`src/rtl/alu_pkg.sv`:
```
// Shared opcode constants and flag layout for the pipelined ALU.
package alu_pkg;

    localparam int LEN_OP_DEF = 6;

    localparam logic [5:0] OP_ADD = 6'b100000;
    localparam logic [5:0] OP_SUB = 6'b100010;
    localparam logic [5:0] OP_AND = 6'b100100;
    localparam logic [5:0] OP_OR  = 6'b100101;
    localparam logic [5:0] OP_XOR = 6'b100110;
    localparam logic [5:0] OP_NOR = 6'b100111;
    localparam logic [5:0] OP_SRL = 6'b000010;
    localparam logic [5:0] OP_SRA = 6'b000011;
    localparam logic [5:0] OP_SLL = 6'b000000;

    localparam int FLAG_ZERO  = 0;
    localparam int FLAG_CARRY = 1;
    localparam int FLAG_OVF   = 2;
    localparam int FLAG_INV   = 3;
    localparam int N_FLAGS    = 4;

    typedef logic [N_FLAGS-1:0] flags_t;

endpackage

```
`src/rtl/alu_core.sv`:
```
// Combinational ALU datapath: result and zero/carry/overflow/invalid flags.
module alu_core
    import alu_pkg::*;
#(
    parameter int LEN_DATO = 8,
    parameter int LEN_OP   = LEN_OP_DEF
) (
    input  logic [LEN_DATO-1:0] a,
    input  logic [LEN_DATO-1:0] b,
    input  logic [LEN_OP-1:0]   op,
    output logic [LEN_DATO-1:0] result,
    output flags_t              flags
);

    localparam int M = LEN_DATO - 1;

    logic [LEN_DATO:0] sum;
    logic [LEN_DATO:0] diff;
    logic              big;
    logic              carry;
    logic              ovf;
    logic              inv;

    assign sum  = {1'b0, a} + {1'b0, b};
    assign diff = {1'b0, a} - {1'b0, b};
    // Shift amounts at or beyond the width saturate explicitly.
    assign big  = (b >= LEN_DATO'(LEN_DATO));

    always_comb begin
        result = '0;
        carry  = 1'b0;
        ovf    = 1'b0;
        inv    = 1'b0;
        unique case (1'b1)
            (op == LEN_OP'(OP_ADD)): begin
                result = sum[M:0];
                carry  = sum[LEN_DATO];
                ovf    = (a[M] == b[M]) && (sum[M] != a[M]);
            end
            (op == LEN_OP'(OP_SUB)): begin
                result = diff[M:0];
                carry  = diff[LEN_DATO];
                ovf    = (a[M] != b[M]) && (diff[M] != a[M]);
            end
            (op == LEN_OP'(OP_AND)): result = a & b;
            (op == LEN_OP'(OP_OR)):  result = a | b;
            (op == LEN_OP'(OP_XOR)): result = a ^ b;
            (op == LEN_OP'(OP_NOR)): result = ~(a | b);
            (op == LEN_OP'(OP_SRL)): result = big ? '0 : (a >> b);
            (op == LEN_OP'(OP_SRA)): begin
                result = big ? {LEN_DATO{a[M]}}
                             : LEN_DATO'($signed(a) >>> b);
            end
            (op == LEN_OP'(OP_SLL)): result = big ? '0 : (a << b);
            default: inv = 1'b1;
        endcase
    end

    always_comb begin
        flags             = '0;
        flags[FLAG_ZERO]  = !inv && (result == '0);
        flags[FLAG_CARRY] = carry;
        flags[FLAG_OVF]   = ovf;
        flags[FLAG_INV]   = inv;
    end

endmodule

```
`src/rtl/alu_pipe.sv`:
```
// Pipelined ALU: combinational core feeding N_STAGES registered stages
// that advance together unless the output is held by the consumer.
module alu_pipe
    import alu_pkg::*;
#(
    parameter int LEN_DATO = 8,
    parameter int LEN_OP   = LEN_OP_DEF,
    parameter int N_STAGES = 2
) (
    input  logic                i_clock,
    input  logic                i_reset,
    input  logic                i_valid,
    output logic                o_ready,
    input  logic [LEN_DATO-1:0] i_dato_a,
    input  logic [LEN_DATO-1:0] i_dato_b,
    input  logic [LEN_OP-1:0]   i_op_code,
    output logic                o_valid,
    input  logic                i_ready,
    output logic [LEN_DATO-1:0] o_resultado,
    output logic                o_zero,
    output logic                o_carry,
    output logic                o_overflow,
    output logic                o_invalid_op
);

    logic [LEN_DATO-1:0] core_res;
    flags_t              core_flg;

    logic [N_STAGES-1:0]               vld;
    logic [N_STAGES-1:0][LEN_DATO-1:0] res;
    flags_t [N_STAGES-1:0]             flg;

    logic stall;

    alu_core #(
        .LEN_DATO (LEN_DATO),
        .LEN_OP   (LEN_OP)
    ) u_core (
        .a      (i_dato_a),
        .b      (i_dato_b),
        .op     (i_op_code),
        .result (core_res),
        .flags  (core_flg)
    );

    // A held result freezes the whole pipe; bubbles are not squeezed out.
    assign stall   = vld[N_STAGES-1] && !i_ready;
    assign o_ready = !stall;

    always_ff @(posedge i_clock or posedge i_reset) begin
        if (i_reset) begin
            vld <= '0;
            res <= '0;
            flg <= '0;
        end else if (!stall) begin
            vld[0] <= i_valid;
            res[0] <= core_res;
            flg[0] <= core_flg;
            for (int s = 1; s < N_STAGES; s++) begin
                vld[s] <= vld[s-1];
                res[s] <= res[s-1];
                flg[s] <= flg[s-1];
            end
        end
    end

    assign o_valid      = vld[N_STAGES-1];
    assign o_resultado  = res[N_STAGES-1];
    assign o_zero       = flg[N_STAGES-1][FLAG_ZERO];
    assign o_carry      = flg[N_STAGES-1][FLAG_CARRY];
    assign o_overflow   = flg[N_STAGES-1][FLAG_OVF];
    assign o_invalid_op = flg[N_STAGES-1][FLAG_INV];

endmodule

```
`config.mk`:
```
export PLATFORM = sky130hd
export DESIGN_NAME = alu_pipe
export DESIGN_NICKNAME = d
export VERILOG_FILES = /design/src/rtl/alu_pkg.sv /design/src/rtl/alu_core.sv /design/src/rtl/alu_pipe.sv
export SDC_FILE = /design/constraint.sdc
export NUM_CORES = 1
export LEC_CHECK = 0
export ABC_AREA = 1
export BUFFER_PORTS_ARGS = -buffer_cell sky130_fd_sc_hd__buf_2
export CORE_UTILIZATION = 55
export DETAILED_ROUTE_END_ITERATION = 12
export PLACE_DENSITY = 0.87
export SLEW_MARGIN = 20
export SYNTH_ARGS = -nofsm -noshare
export SYNTH_HDL_FRONTEND = slang
export SYNTH_SLANG_ARGS = --single-unit
```
`constraint.sdc`:
```
create_clock -name i_clock -period 2.1 [get_ports i_clock]
set_input_delay 0.42 -clock i_clock [delete_from_list [all_inputs] [get_ports i_clock]]
set_output_delay 0.42 -clock i_clock [all_outputs]
set_load 0.02 [all_outputs]
```
# [After elaboration in Yosys (flattened, before gate mapping)]
# Index checks and enable logic that the tools add are counted.
[word_totals] regBits=26 inputBits=26 out_inout_bits=14 wordCells=43
[op_classes] addsub=2 n_lt_le_gt_ge=1 n_eq_ne=12 n_shift=3 mux=7 bitwise=4 n_reduce_logical=9
[op_table] operator="8-bit case mux with 9 select lines" count=1
[op_table] operator="6-bit == test, second input constant" count=6
[op_table] operator="8-bit two-way mux" count=3
[op_table] operator="6-bit by 2-bit == test with 1-bit output, second input constant" count=2
[op_table] operator="8-bit by 8-bit adder with 9-bit output" count=1
[op_table] operator="9-bit OR reduction" count=1
[op_table] operator="8-bit by 8-bit subtractor with 9-bit output" count=1
[op_table] operator="8-bit bitwise AND" count=1
[op_table] operator="8-bit by 4-bit >= comparator with 1-bit output, second input constant" count=1
[op_table] operator="8-bit zero test" count=1
[op_table] operator="8-bit NOT" count=1
[op_table] operator="8-bit OR" count=1
[op_table] operator="8-bit by 8-bit left shift with 8-bit output" count=1
[op_table] operator="8-bit by 8-bit >> shifter with 8-bit output" count=1
[op_table] operator="8-bit by 8-bit >>> shifter with 8-bit output" count=1
[op_table] operator="8-bit XOR" count=1
[op_table] operator="6-bit zero test" count=1
[op_table] operator="1-bit logical AND" count=4
[op_table] operator="1-bit case mux with 2 select lines" count=2
[op_table] operator="1-bit != test" count=3
[op_table] operator="1-bit zero test" count=2
[op_table] operator="1-bit == test" count=1
[op_table] operator="1-bit two-way mux" count=1

# [Depth between registers and ports, before layout]
[logic_depth] depth_word=5 depth_mapped=16 mapped_depth_nobuf=16

# [Hierarchy]
# Synthesis repeated with hierarchy kept, for this count alone.
[unflattened] hier_cells=582 area_unflattened_um2=3418.3
[by_module_without_submodules] mod="alu_core" n_inst=1 cells_per_inst=461 area_per_inst_um2=2285.9 seq_area_each_um2=0.0
[by_module_without_submodules] mod="alu_pipe" n_inst=1 cells_per_inst=121 area_per_inst_um2=1132.3 seq_area_each_um2=650.6

# [Least setup slack after synthesis]
# Ideal clock, no wire load.
[synth_timing] path_type="input to register" startpoint="in i_dato_b[2]" endpoint="reg res[7] in the netlist's numbering" setup_time_ns=0.144 arrival_ns=1.959 t_required_ns=1.956 slack_ns=-0.003 cell_stages=13 n_path_buf=1 cell_sequence="inv_1 > buf_2 > ha_1 > inv_2 > nand2_2 > nand2_2 > inv_1 > nand2_2 > nand4_1 > nand3_2 > nor3_1 > nor3_1 > o21ai_0"
[synth_between] elab_chain_len=3 word_cells_on_any_way=10 classes_between="add/sub (2); order compare (1); shift (3); mux (4)"
[synth_rtl] item="start, declared" line_no="alu_pipe.sv:15" source="input logic [LEN_DATO-1:0] i_dato_b,"
[synth_rtl] item="8-bit by 4-bit >= comparator with 1-bit output (tied with other cells)" line_no="alu_core.sv:27" source="assign big = (b >= LEN_DATO'(LEN_DATO));"
[synth_rtl] item="8-bit two-way mux (on tied branches)" line_no="alu_core.sv:54, alu_core.sv:49, alu_core.sv:51"
[synth_rtl] item="8-bit case mux with 9 select lines (*)" line_no="alu_core.sv:34" source="unique case (1'b1)"
[synth_rtl] item="end signal, assigned by index" line_no="alu_pipe.sv:61" source="res[s] <= res[s-1];"
[synth_rtl] item="end, declared" line_no="alu_pipe.sv:30" source="logic [N_STAGES-1:0][LEN_DATO-1:0] res;"
# Every way passes the cells marked *; elsewhere a longest branch is shown, timed or not.
# A chain may end at the register's enable or synchronous reset.

# [Worst setup path in the final report]
[layout_timing] startpoint="in i_dato_b[4]" endpoint="reg flg[0] in the netlist's numbering"
[layout_between] elab_chain_len=5 word_cells_on_any_way=16 classes_between="add/sub (2); order compare (1); shift (3); mux (4); bitwise (4); reduce/logical (2)"
[layout_rtl] item="8-bit by 4-bit >= comparator with 1-bit output (tied with other cells)" line_no="alu_core.sv:27"
[layout_rtl] item="8-bit two-way mux (tied with other cells)" line_no="alu_core.sv:54" source="(op == LEN_OP'(OP_SLL)): result = big ? '0 : (a << b);"
[layout_rtl] item="8-bit case mux with 9 select lines (*)" line_no="alu_core.sv:34"
[layout_rtl] item="8-bit zero test (*)" line_no="alu_core.sv:61" source="flags[FLAG_ZERO] = !inv && (result == '0);"
[layout_rtl] item="1-bit logical AND (*)" line_no="alu_core.sv:61"
[layout_rtl] item="end signal, assigned by index" line_no="alu_pipe.sv:62" source="flg[s] <= flg[s-1];"
[layout_rtl] item="end, declared" line_no="alu_pipe.sv:31" source="flags_t [N_STAGES-1:0] flg;"
# Marked as above.

==> tab_implementation.tex <==
\begin{tabular}{lr}
\hline
Metric & Value \\
\hline
\multicolumn{2}{l}{\textbf{Outcome}} \\
Result of the run & completed \\
\multicolumn{2}{l}{\textbf{Critical path}} \\
Delay of the slowest critical-path stage & 0.41 ns \\
Crit start category & input pin \\
Worst-case reg-to-reg path depth & 8 \\
Kind of end point of the critical path & flip-flop \\
Top fanout value on the critical path & 8 \\
Chain of cells forming the critical path & buf\_2 > inv\_1 > ha\_2 > nand2\_1 > or2\_2 > nand3\_1 > a21oi\_1 > o21ai\_0 > nand4\_1 > nor2\_1 > nand4\_1 > nand2\_1 \\
Arrival @ worst endpoint & 2.19 ns \\
Data required time at the worst endpoint & 2.32 ns \\
Slowest CP cell & sky130\_fd\_sc\_hd\_\_ha\_2 \\
Critical path class & in2reg \\
\multicolumn{2}{l}{\textbf{Timing}} \\
Slew at the pin with the worst max-slew slack & 0.437 ns \\
Final worst path period share & 0.941 \\
Tmin final & 1.98 ns \\
Worst slew margin relative to its limit & 0.708 \\
Clock skew & 0.00790 ns \\
Setup Viol. Count Final & 0 \\
Final count of hold timing violations & 0 \\
Number of pins exceeding their max-slew limit in the final report & 0 \\
Minimum setup slack in the final design & 0.124 ns \\
Highest attainable clock frequency & 0.506 GHz \\
\multicolumn{2}{l}{\textbf{Logic synthesis}} \\
Avg Inst Size Synth & 6.08 sq um \\
Cells after Synth & 539 \\
Sequential share of the synthesized area & 0.199 \\
Flip-flop and latch count after synthesis & 26 \\
Cell variety after synth & 36 \\
Synthesized net count & 591 \\
Total number of yosys warnings & 0 \\
Synthesized area & 0.00328 sq mm \\
\multicolumn{2}{l}{\textbf{Detailed routing}} \\
Number of DRC markers in iteration 0 & 359 \\
Vias after detailed routing & 3846 \\
Pre-Repair DR Iteration Count & 5 \\
Routed vias/inst & 5.55 \\
Routed length per placed instance & 15.8 um \\
Antenna-violating nets left & 0 \\
Remaining design rule violation count & 0 \\
Wirelength, routed & 10900 um \\
\multicolumn{2}{l}{\textbf{Floorplan}} \\
Number of rows in the core area & 27 \\
Initial core utilization & 0.584 \\
Area inside the core boundary & 0.00561 sq mm \\
Width of the die & 79.2 um \\
Number of top-level pins & 40 \\
Die area & 0.00627 sq mm \\
Vertical extent of the die & 79.2 um \\
\multicolumn{2}{l}{\textbf{GRT}} \\
Total overflow reported by the global router & 0 \\
First-pass GRT wire length & 17500 um \\
Via count of the first global-routing pass & 3615 \\
Maximum number of pins on one net before global-route repair & 27 \\
Antenna violations before repair & 0 \\
Overall track demand over capacity in global routing & 0.363 \\
\multicolumn{2}{l}{\textbf{Clocking}} \\
Clock slew at reported path FFs & 0.09 ns \\
TritonCTS clock tree & built \\
Root buffer selected by CTS & sky130\_fd\_sc\_hd\_\_clkbuf\_8 \\
CTS hold repair buffers & 0 \\
Clock buffer count from CTS & 3 \\
Total number of H-tree levels & 1 \\
Max Buffers Root-to-Sink & 2 \\
Worst skew pair latency & 0.27 ns \\
Clk sinks & 26 \\
\multicolumn{2}{l}{\textbf{Final layout}} \\
Area overhead of the layout relative to synthesis & 23.6\% \\
Most common cell after layout, fill and taps aside & sky130\_fd\_sc\_hd\_\_nand2\_1 \\
Inserted Diodes & 0 \\
Final core utilization & 0.722 \\
Number of nets in the finished design & 674 \\
Number of filler instances in the final layout & 465 \\
Count of placed standard cells in the final layout, fillers left out & 693 \\
Fraction of final layout cells with drive strength greater than 1 & 0.250 \\
Most frequent cells in the layout & sky130\_fd\_sc\_hd\_\_nand2\_1, sky130\_fd\_sc\_hd\_\_nand3\_1, sky130\_fd\_sc\_hd\_\_buf\_4 \\
\multicolumn{2}{l}{\textbf{Worst hold path}} \\
Class of the tightest hold or removal check & in2async \\
\multicolumn{2}{l}{\textbf{Place}} \\
Count of input and output buffers & 39 \\
Placed Instances & 688 \\
Half-perimeter wire length after detailed placement & 8950 um \\
Final weighted congestion in routability-driven placement & 0.997 \\
Post-Place Setup Slack & -0.256 ns \\
\multicolumn{2}{l}{\textbf{Pwr}} \\
Cell Pwr Density & 419 mW/mm\^{}2 \\
Maximum vdd ir drop & 0.410 mV \\
Pwr Total & 1.70 mW \\
LEAKAGE & 2.22 nW \\
\multicolumn{2}{l}{\textbf{Run}} \\
Max-capacitance violation count & 0 \\
\hline
\end{tabular}
==> synthesized netlist by cell type, drive strengths merged <==
cell	instances	share of area
nand3	67	0.11
o21ai	37	0.060
nor4	1	0.0019
clkbuf	4	0.0050
xor2	1	0.0027
a31oi	2	0.0038
a21oi	23	0.037
ha	24	0.092
o211ai	2	0.0046
dfrtp	26	0.20
or2	5	0.0096
inv	60	0.069
nand4	16	0.032
fa	2	0.012
buf	20	0.044
nand2	182	0.22
nor3	8	0.012
nand3b	3	0.0069
clkinv	1	0.0015
nor2	55	0.078
==> per-layer routing <==
layer	global-route usage	part of all wire	up-vias
met5	0	0	-
met4	0.0964	0.024	0
met3	0.0644	0.085	23
met2	0.601	0.45	199
met1	0.483	0.44	1724
li1	-	-	1900
==> repair_timing <==
item,in CTS,in global routing
resized for setup,0,25
setup buffers,0,1
endpoints found under the setup margin,0,5
==> logic make-up after synthesis <==
logic type	synth area share
fa+ha+maj	0.104
simple gates	0.470
buf+inv	0.119
xor+xnor	0.00267
flops	0.199
compound gates	0.106
==> area by class of cell <==
| class | count | area, sq um | area share |
|---|---|---|---|
| Timing Repair Buffer | 102 | 713 | 0.176 |
| Sequential cell | 26 | 651 | 0.161 |
| Inverter | 61 | 235 | 0.0581 |
| Clock inverter | 1 | 30.0 | 0.00741 |
| Multi-Input combinational cell | 428 | 2290 | 0.565 |
| Clock buffer | 3 | 41.3 | 0.0102 |
| Tap cell | 72 | 90.1 | 0.0222 |
==> report_power, final <==
group / internal (mW) / total [mW] / switching, mW
combinational: 0.277 / 0.715 / 0.439
sequential: 0.545 / 0.568 / 0.0229
clock: 0.255 / 0.413 / 0.158
total: 1.08 / 1.70 / 0.620
==> sequential cells by signal, summed over array words and instances (netlist names) <==
| signal | cells |
|---|---|
| o_carry | 1 |
| vld | 2 |
| res | 8 |
| o_zero | 1 |
| o_overflow | 1 |
| o_resultado | 8 |
| flg | 4 |
| o_invalid_op | 1 |
==> path summary, 6_finish.rpt <==
check,end,slack (ns),start
hold reg to reg,vld[1],0.47,vld[0]
min in group i_clock,vld[0],0.35,i_valid
hold / removal,res[0],0.18,i_reset
setup reg to reg,flg[0],0.77,vld[1]
max in group asynchronous,o_carry,1.67,i_reset
setup / recovery,flg[0],0.12,i_dato_b[4]
==> critical path: cells and delay by family <==
family / cells / cell delay [ns]
compound gates: 2 / 0.21
simple gates: 7 / 1.01
buf+inv: 2 / 0.16
fa+ha+maj: 1 / 0.41
==> stage by stage <==
step | area [sq um] | hold WS, ns | TNS (ns)
3_3_place_gp | 3890 | 0.433 | -0.457
2_1_floorplan | 3280 | 0.420 | 0
5_1_grt | 4050 | 0.219 | -0.0000560
6_report | 4050 | 0.182 | 0
3_5_place_dp | 3890 | 0.446 | -0.982
4_1_cts | 3960 | 0.201 | 0
(Power assumes the default switching activity.)
